**src/rtl/ama_riscv_mmio_responder.sv**
```systemverilog
// MMIO responder: TOHOST/SCRATCH registers plus a 64-bit cycle counter with a HI shadow,
// served over a valid/ready request/response pair with a fixed response latency.
module ama_riscv_mmio_responder #(
    parameter int AW      = 16,
    parameter int RSP_LAT = 1
) (
    input  logic          clk,
    input  logic          rst,
    input  logic          req_valid,
    output logic          req_ready,
    input  logic [AW-1:0] req_addr,
    input  logic          req_we,
    input  logic [3:0]    req_wmask,
    input  logic [31:0]   req_wdata,
    output logic          rsp_valid,
    input  logic          rsp_ready,
    output logic [31:0]   rsp_data,
    output logic          rsp_err,
    output logic [31:0]   tohost,
    output logic          tohost_wr
);

    localparam logic [1:0] MMIO_RANGE   = 2'b01;
    localparam logic [2:0] OFF_TOHOST   = 3'd0;
    localparam logic [2:0] OFF_SCRATCH  = 3'd1;
    localparam logic [2:0] OFF_CYCLE_LO = 3'd2;
    localparam logic [2:0] OFF_CYCLE_HI = 3'd3;
    localparam bit         LAT_ONE      = (RSP_LAT <= 1);
    localparam logic [3:0] LAT_LOAD     = 4'((RSP_LAT >= 2) ? (RSP_LAT - 2) : 0);

    typedef enum logic [1:0] {
        S_IDLE = 2'd0,
        S_WAIT = 2'd1,
        S_RESP = 2'd2
    } state_t;

    // Byte-lane merge of new write data into an existing register value.
    function automatic logic [31:0] merge_bytes(input logic [31:0] old_val,
                                                input logic [31:0] new_val,
                                                input logic [3:0]  mask);
        logic [31:0] res;
        res = old_val;
        for (int i = 0; i < 4; i++) begin
            if (mask[i]) begin
                res[8*i +: 8] = new_val[8*i +: 8];
            end else begin
                res[8*i +: 8] = old_val[8*i +: 8];
            end
        end
        return res;
    endfunction

    state_t      r_state;
    logic [3:0]  r_lat_cnt;
    logic        r_req_ready;
    logic        r_rsp_valid;
    logic [31:0] r_rsp_data;
    logic        r_rsp_err;
    logic [31:0] r_tohost;
    logic        r_tohost_wr;
    logic [31:0] r_scratch;
    logic [63:0] r_cnt;
    logic [31:0] r_cnt_hi_shadow;

    logic        w_accept;
    logic        w_in_range;
    logic [2:0]  w_off;
    logic        w_err;
    logic [31:0] w_rdata;
    logic        w_wr_tohost;
    logic        w_wr_scratch;
    logic        w_rd_cycle_lo;
    logic        w_unused_addr;

    assign w_unused_addr = ^{req_addr[AW-3:5], req_addr[1:0]};

    // Request decode and read-data mux, evaluated on the accept cycle.
    always_comb begin
        w_accept      = req_valid && (r_state == S_IDLE);
        w_in_range    = (req_addr[AW-1:AW-2] == MMIO_RANGE);
        w_off         = req_addr[4:2];
        w_err         = !(w_in_range && (w_off <= OFF_CYCLE_HI));
        w_rdata       = 32'd0;
        case (w_off)
            OFF_TOHOST:   w_rdata = r_tohost;
            OFF_SCRATCH:  w_rdata = r_scratch;
            OFF_CYCLE_LO: w_rdata = r_cnt[31:0];
            OFF_CYCLE_HI: w_rdata = r_cnt_hi_shadow;
            default:      w_rdata = 32'd0;
        endcase
        w_wr_tohost   = w_accept && req_we && !w_err && (w_off == OFF_TOHOST);
        w_wr_scratch  = w_accept && req_we && !w_err && (w_off == OFF_SCRATCH);
        w_rd_cycle_lo = w_accept && !req_we && !w_err && (w_off == OFF_CYCLE_LO);
    end

    // Handshake FSM; the response payload is captured once at accept and held.
    always_ff @(posedge clk) begin
        if (rst) begin
            r_state     <= S_IDLE;
            r_lat_cnt   <= 4'd0;
            r_req_ready <= 1'b1;
            r_rsp_valid <= 1'b0;
            r_rsp_data  <= 32'd0;
            r_rsp_err   <= 1'b0;
        end else begin
            case (r_state)
                S_IDLE: begin
                    if (w_accept) begin
                        r_req_ready <= 1'b0;
                        r_rsp_data  <= (req_we || w_err) ? 32'd0 : w_rdata;
                        r_rsp_err   <= w_err;
                        r_lat_cnt   <= LAT_LOAD;
                        if (LAT_ONE) begin
                            r_state     <= S_RESP;
                            r_rsp_valid <= 1'b1;
                        end else begin
                            r_state     <= S_WAIT;
                        end
                    end else begin
                        r_req_ready <= 1'b1;
                    end
                end
                S_WAIT: begin
                    if (r_lat_cnt == 4'd0) begin
                        r_state     <= S_RESP;
                        r_rsp_valid <= 1'b1;
                    end else begin
                        r_lat_cnt   <= r_lat_cnt - 4'd1;
                    end
                end
                S_RESP: begin
                    if (rsp_ready) begin
                        r_state     <= S_IDLE;
                        r_rsp_valid <= 1'b0;
                        r_req_ready <= 1'b1;
                    end else begin
                        r_rsp_valid <= 1'b1;
                    end
                end
                default: begin
                    r_state     <= S_IDLE;
                    r_rsp_valid <= 1'b0;
                    r_req_ready <= 1'b1;
                end
            endcase
        end
    end

    // Architectural registers; writes commit on the accept edge.
    always_ff @(posedge clk) begin
        if (rst) begin
            r_tohost        <= 32'd0;
            r_tohost_wr     <= 1'b0;
            r_scratch       <= 32'd0;
            r_cnt_hi_shadow <= 32'd0;
        end else begin
            r_tohost_wr <= w_wr_tohost;
            if (w_wr_tohost) begin
                r_tohost <= merge_bytes(r_tohost, req_wdata, req_wmask);
            end else begin
                r_tohost <= r_tohost;
            end
            if (w_wr_scratch) begin
                r_scratch <= merge_bytes(r_scratch, req_wdata, req_wmask);
            end else begin
                r_scratch <= r_scratch;
            end
            // Shadow the upper half so a LO-then-HI read pair is coherent.
            if (w_rd_cycle_lo) begin
                r_cnt_hi_shadow <= r_cnt[63:32];
            end else begin
                r_cnt_hi_shadow <= r_cnt_hi_shadow;
            end
        end
    end

    // Free-running 64-bit cycle counter, wraps naturally.
    always_ff @(posedge clk) begin
        if (rst) begin
            r_cnt <= 64'd0;
        end else begin
            r_cnt <= r_cnt + 64'd1;
        end
    end

    assign req_ready = r_req_ready;
    assign rsp_valid = r_rsp_valid;
    assign rsp_data  = r_rsp_data;
    assign rsp_err   = r_rsp_err;
    assign tohost    = r_tohost;
    assign tohost_wr = r_tohost_wr;

endmodule

```
**config.mk**
```make
export PLATFORM = sky130hd
export DESIGN_NAME = ama_riscv_mmio_responder
export DESIGN_NICKNAME = d
export VERILOG_FILES = /design/src/rtl/ama_riscv_mmio_responder.sv
export SDC_FILE = /design/constraint.sdc
export NUM_CORES = 1
export LEC_CHECK = 0
export ABC_AREA = 1
export ABC_CLOCK_PERIOD_IN_PS = 1600
export CAP_MARGIN = 20
export CORE_ASPECT_RATIO = 0.5
export CORE_UTILIZATION = 45
export CTS_BUF_LIST = sky130_fd_sc_hd__clkbuf_16
export DETAILED_ROUTE_END_ITERATION = 8
export PLACE_DENSITY = 0.76
export SETUP_SLACK_MARGIN = 0.1
export SYNTH_ARGS = -nofsm -noshare
export SYNTH_HDL_FRONTEND = slang
export SYNTH_SLANG_ARGS = --single-unit
```
**constraint.sdc**
```tcl
create_clock -name clk -period 1.6 [get_ports clk]
set_input_delay 0.16 -clock clk [delete_from_list [all_inputs] [get_ports clk]]
set_output_delay 0.16 -clock clk [all_outputs]
set_load 0.02 [all_outputs]
```
==> metrics.cfg <==
[pwr]
combPwrFrac_pct=5.8
p_total_mw=10.0
power_density_nw_per_um2=791
power.internal_mw=7.52
p_leak_nw=4.48
p_seq_share_pct=49.1
p_clk_share_pct=45.2
switching_power_mw=2.50
switching_share_pct=24.9
peakVddDrop_v=0.000548

[cts]
cts.reportedPaths.clkPinSlew_ns=0.08
insertion_delay_ns=0.45
cts_buffer_depth=2
cts-buffers-inserted=17
ctsRootBufferMaster=clkbuf_16
cts_tree=done
htreeDepth=4
cts.sinks=197

[setup_path]
setup.worst_path.end=r_scratch[8]$_SDFFE_PP0P_
cp_cell_sequence=nor2_4, nand3_4, nor2_8, buf_4, nand3_4, o21ai_2, a21oi_1
cp.depth=7
crit_type=flop to flop
slowest_stage=dfxtp_4
timing.rr.end=r_scratch[8]$_SDFFE_PP0P_
cp_top_family=simple AND/OR/NAND/NOR gates
r2r_cells=7
cp_data_required_time_ns=1.94
cp-start-kind=flop
r2r_setup_slack_ns=0.05
endpoint_kind=flop
startpoint=r_state[1]$_SDFFE_PP0P_
critPathBufInv=1
worst_path_largest_cell_delay_ns=0.36
reg2reg_from=r_state[1]$_SDFFE_PP0P_
path_max_fanout=8
cp.arrival_ns=1.88
crit_top_cell=nand3_4

[min_path]
min_path_type=input port to flop

[sta]
clock_skew_ns=0.00908
final-setup-viol-count=0
post-route-min-period_ns=1.55
relSlewSlack_pct=67.3
worst_slew_pin_slew_ns=0.490
fin_setup_tns_ns=0
slew_violations=0
fmax_ghz=0.647
hold_viol=0
rsz0062_at_grt=yes
fin_crit_sh_pct=96.6

[finish]
antennaDiodeCount=0
nets=1575
drive_above_1_share_pct=25.6
fin_util_pct=64.7
fillCellCount=1687
area_growth_pct=39.5

[yosys]
synth_top_area_cell=dfxtp_1
synth_top_area_share_pct=43.4
syn-instance-count=1302
seq_area_frac_synth_pct=43.4
synth_nets=1360
synthTopCellsByArea=dfxtp_1 (43%), a21oi_1 (10%), nand2_1 (9.7%)
netlist_area_um2=9080
ys_ff_latch=197
yosys_warnings=0
ys_types=31
synth.avg_cell_area_um2=6.98

[floorplan]
initial_utilization_pct=46.4
dieHeight_um=102
die_area_um2=20800
coreArea_um2=19600
fp-row-count=36
pin_count=125
die_w_um=203

[routing]
drt_iter0_drc=788
drt_first_pass_iters=5
wirelength_mm=32.7
ant_nets=0
vias=9885
remaining_drc_errors=0
wl_per_cell_um=18.2
drt-vias-per-instance=5.50

[global_routing]
grt_pass1_vias=8944
grt_max_degree=84
overflow=0
grt.total_usage_pct=30.5
grt_pass1_wl_mm=48.2
antenna_found_initial=0

[outcome]
status=finished clean

[job]
max_cap_violations=0

[placement]
gp_congestion=0.984
io_buffers=113
dp_hpwl_mm=24.1

[cell type report]
type	instances	area, um2	area share [%]
sequential	197	4040	31.9
inverter	188	708	5.59
multi-input combinational	867	4770	37.6
timing repair buffer	246	2210	17.4
tap	266	333	2.63
clock buffer	17	425	3.36
clock inverter	15	190	1.50
[cells by family (layout without fill, tap and decap cells)]
group / after synthesis / after routing / share of synthesized area [%]
AOI/OAI and AO/OA: 404 / 404 / 23.3
xor gates and xnor gates: 5 / 5 / 0.482
adders and majority gates: 1 / 1 / 0.138
buffers and inverters: 242 / 466 / 10.9
DFF: 197 / 197 / 43.4
and+or+nand+nor: 453 / 457 / 21.8
[cells in the mapped netlist]
cell type	count
buf_1	1
o21a_1	1
nor2_8	1
clkbuf_1	35
nand3b_1	1
nand3_4	5
inv_1	187
o22ai_1	64
ha_1	1
xor2_1	5
buf_2	8
a21oi_1	184
nand2_2	4
inv_2	1
buf_4	1
buf_6	9
nor3_1	1
nand4_1	16
nor2_2	7
nand2_1	235
nand3_2	4
nor2_1	135
nor2_4	5
o211a_1	1
nor3_2	1
nor4_1	1
o21ai_1	7
o21ai_2	2
o21ai_0	145
nand3_1	37
dfxtp_1	197
[state kept, by name (all words and copies together), names as in the netlist]
register and count:
r_cnt 64, tohost 32, req_ready 1, r_cnt_hi_shadow 32
rsp_err 1, rsp_valid 1, rsp_data 32, r_state 1
tohost_wr 1, r_scratch 32
[worst min-delay path by stage]
stage	slack (ns)	cells past startpoint	endpoint	from
global placement	0.44	2	r_scratch[11]$_SDFFE_PP0P_	r_scratch[11]$_SDFFE_PP0P_
CTS	0.23	4	tohost[30]$_SDFFE_PP0P_	rst
finish	0.22	3	rsp_data[9]$_SDFFE_PP0P_	rst
global route	0.28	3	r_cnt[1]$_SDFF_PP0_	rst
detailed placement	0.45	2	r_cnt_hi_shadow[4]$_SDFFE_PP0P_	r_cnt_hi_shadow[4]$_SDFFE_PP0P_
floorplan	0.32	2	tohost[22]$_SDFFE_PP0P_	req_wdata[22]
[metrics by stage]
step	hold WS, ns	std cells	worst slack [ns]	area (um2)
final	0.225	1796	0.0544	12700
after global routing	0.277	1796	-0.0181	12700
after CTS	0.228	1786	0.0458	12000
after detailed placement	0.445	1748	-0.379	11300
after global placement	0.438	1748	-0.307	11300
after floorplan	0.322	1302	0.129	9080
[tightest hold or removal path, delay by kind of cell]
family / cells / cell delay (ns)
AOI/OAI and AO/OA: 1 / 0.14
buffers and inverters: 2 / 0.33
[repair_timing]
item / 4_1_cts / 5_1_grt
resized for setup: 130 / 232
buffers inserted: 3 / 9
endpoints found under the setup margin: 130 / 170
cloned: 3 / 1
hold buffers: 0 / 0
pin swaps: 9 / 42
[placed cells by master (no fill, tap or decap), drive strengths merged]
cell           netlist  routed
nand2              239     239
dfxtp              197     197
inv                188     193
a21oi              184     184
o21ai              154     154
nor2               148     148
buf                 19     134
dlygate4sd2          0      68
o22ai               64      64
nand3               46      50
clkdlybuf4s50        0      44
clkbuf              35      17
nand4               16      16
clkinv               0       7
xor2                 5       5
bufinv               0       2
nor3                 2       2
nand3b               1       1
o21a                 1       1
o211a                1       1
nor4                 1       1
ha                   1       1
clkinvlp             0       1
[metal layers]
layer  share of wire (%)  vias to the layer above  track usage, %
li1                    -                     4728               -
met1                  45                     4686            43.4
met2                  44                      433            47.8
met3                 9.6                       38            6.03
met4                 1.4                        0            6.82
met5                   0                        -               0
[power by group through the flow]
stage | Combinational [mW] | Sequential, mW | Clock (mW)
5_1_grt | 0.616 | 4.92 | 4.74
3_5_place_dp | 0.512 | 5.05 | 0
2_1_floorplan | 0.211 | 5.06 | 0
3_3_place_gp | 0.505 | 5.05 | 0
6_report | 0.578 | 4.92 | 4.53
4_1_cts | 0.528 | 4.94 | 4.54
(Power assumes the default switching activity.)
==> RTL edit: new RTL, same flow settings <==
Encoding of `state_t`: now one-hot (3 bits for 3 states).
--- a/src/rtl/ama_riscv_mmio_responder.sv
+++ b/src/rtl/ama_riscv_mmio_responder.sv
@@ -28,10 +28,10 @@
     localparam bit         LAT_ONE      = (RSP_LAT <= 1);
     localparam logic [3:0] LAT_LOAD     = 4'((RSP_LAT >= 2) ? (RSP_LAT - 2) : 0);
 
-    typedef enum logic [1:0] {
-        S_IDLE = 2'd0,
-        S_WAIT = 2'd1,
-        S_RESP = 2'd2
+    typedef enum logic [2:0] {
+        S_IDLE = 3'b001,
+        S_WAIT = 3'b010,
+        S_RESP = 3'b100
     } state_t;
 
     // Byte-lane merge of new write data into an existing register value.
Check against the original RTL: same outputs for any inputs over 4 cycles, from zero or initial values and one cycle with rst high; so few cycles prove little.
==> RTL edit against the original RTL <==
  * The run now ends with negative setup slack left
  * Via count up 5.7%
  * Critical path depth is the same
  * Utilization is 3.9 points higher
  * Clock power down 7.9%
  * Global-route usage increased by 0.93 points
  * Largest power group unchanged
  * Cell area rose by 6.0%
  * Sequential cell count rose by 1
  * Wire length rose by 9.2%
  * Register-to-register slack worse by 0.08 ns
  * Power decreased by 0.85%
  * Setup slack lost 0.11 ns
  * Area after synthesis down 0.19%
==> RTL edit: results (changes against the original RTL) <==
| Metric | Value |
|---|---|
| Final Setup Violations | 22 (+22) |
| DRT iter0 DRCs | 1025 (+30%) |
| First drt pass iteration count | 8 (+3) |
| Placer congestion estimate | 0.962 (-2.2%) |
| Syn nets | 1363 (+0.22%) |
| Clock Tree Root | clkbuf_16 |
| Post-Synth XOR/XNOR Area | 0.290% (-0.19 points) |
| Vias/cell | 5.76 (+4.7%) |
| First-pass GRT wire length | 49.8 mm (+3.5%) |
| Ys Warns | 0 (unchanged) |
| Status | finished with violations |
| Final WS setup | -0.0561 ns (-0.111 ns) |
| Vias in the first global route | 9217 (+3.1%) |
| Crit path DAT | 2.02 ns (+0.14 ns) |
| Antenna diodes | 0 (unchanged) |
| WHS | 0.242 ns (+0.0173 ns) |
| Number of library cell types mapped by synthesis | 29 (-6.5%) |
| CP Max Fanout | 8 (unchanged) |
| Placed instance area | 11200 um2 (-0.67%) |
| Reg with most FFs | r_cnt |
| Largest net degree at the start of global routing | 86 (+2.4%) |
| Initial antenna violation count | 0 (unchanged) |
| Total length of routed wires | 35.8 mm (+9.2%) |
| Tightest Pin Transition | 0.550 ns (+0.0595 ns) |
| Max FFs per register | 64 (unchanged) |
| Worst hold path class | input port to flop |
| Failing checks | negative setup slack |
| Worst reg2reg path depth | 8 (+1) |
| Compound-Gate Fraction of Synth Area | 23.4% (+0.045 points) |
| Hold path cells | 3 (unchanged) |
| Hpwl dp | 23.1 mm (-4.1%) |
| Max VDD drop | 0.000549 V (+0.30%) |
| Sequential area share after synthesis | 43.7% (+0.30 points) |
| Skew-Pair Late Insertion Delay | roughly 0.46 ns |
| Post-Synth Adder-Cell Area | 0.414% (+0.28 points) |
| Fraction of layout cells with a size suffix above 1 | 32.6% (+7.0 points) |
| TritonCTS buffer count | 17 (unchanged) |
| Nets | 1594 (+1.2%) |
| Total global routing track utilization | 31.4% (+0.93 points) |
| Fill cells | 1501 (-11%) |
| CTS clk-pin slew, worst paths | 0.08 ns (about the same) |
| Synth Flop Type | dfxtp_1 |
| Setup_tns | -0.284 ns (-0.284 ns) |
| Clock Skews | 0.0129 ns (+0.00378 ns) |
| Leading post-synthesis cells by cell area | dfxtp_1, a21oi_1, nand2_1 |
| Mux contribution to synthesized area | 0% (unchanged) |
| P_leak | 4.58 nW (+2.4%) |
| Top post-synthesis cells by count | nand2_1, dfxtp_1, a21oi_1 |
[RTL edit: cell count changes after synthesis, sizes merged, moves of 2 or more]
cell / unedited run / this run
inv: 188 / 181
nor3: 2 / 6
buf: 19 / 21
clkbuf: 35 / 33
ha: 1 / 3
nand2: 239 / 237
o21ai: 154 / 156
xor2: 5 / 3
[RTL edit: power by group]
| group | internal [W] | switching, W |
|---|---|---|
| Clock | 0.00203 | 0.00214 |
| Combinational | 0.000327 | 0.000473 |
| Sequential | 0.00494 | 0.0000262 |
| Total | 0.00730 | 0.00264 |
[RTL edit: area by class of cell]
type                    instances  area, um2  share of cell area, %
clock buffers                  17        425                   3.17
clock inverters                15        128                  0.950
inverters                     181        687                   5.11
multi-input cells             878       5290                   39.4
flip-flops and latches        198       4060                   30.2
well taps                     266        333                   2.48
repair buffers                258       2510                   18.7
[RTL edit: metrics by stage]
step	total power, W	setup WS (ns)	cells
2_1_floorplan	0.00537	0.102	1303
3_3_place_gp	0.00570	-0.278	1736
3_5_place_dp	0.00571	-0.361	1736
4_1_cts	0.00981	0.00315	1784
5_1_grt	0.0102	-0.0883	1813
6_report	0.00994	-0.0561	1813
[RTL edit: kinds of logic after synthesis]
family          Yosys count
compound gates          406
fa+ha+maj                 3
xor+xnor                  3
simple gates            458
buf+inv                 235
flops                   198
[RTL edit: per-layer routing]
| metal | part of all wire, % | track usage, % | wire (um) | up-vias |
|---|---|---|---|---|
| met5 | 0 | 0 | 0 | - |
| met4 | 2.5 | 7.81 | 887 | 0 |
| met3 | 10 | 5.96 | 3580 | 80 |
| met2 | 44 | 48.4 | 15700 | 557 |
| met1 | 44 | 45.3 | 15600 | 5012 |
| li1 | - | - | - | 4796 |
[RTL edit: worst max-delay path: stages]
cell and delay [ns]:
clkdlybuf4s50_1 0.54, nor2_1 0.09, nand2_1 0.17, clkinvlp_4 0.41, nand3_4 0.33, o21ai_2 0.10
a21oi_1 0.21
[RTL edit: worst paths after layout]
| check | start | slack (ns) | end |
|---|---|---|---|
| worst max register to register | r_state[2] | -0.03 | r_scratch[20] |
| worst max-delay path | req_addr[4] | -0.06 | r_scratch[20] |
| worst min-delay path | rst | 0.24 | r_cnt[0] |
| worst min register to register | r_cnt[0] | 0.46 | r_cnt[0] |
[RTL edit: what timing repair did]
item	CTS	global route
gates resized for setup	169	335
buffers inserted	7	22
setup endpoints to repair	212	151
gates cloned	9	7
pin swaps	7	79
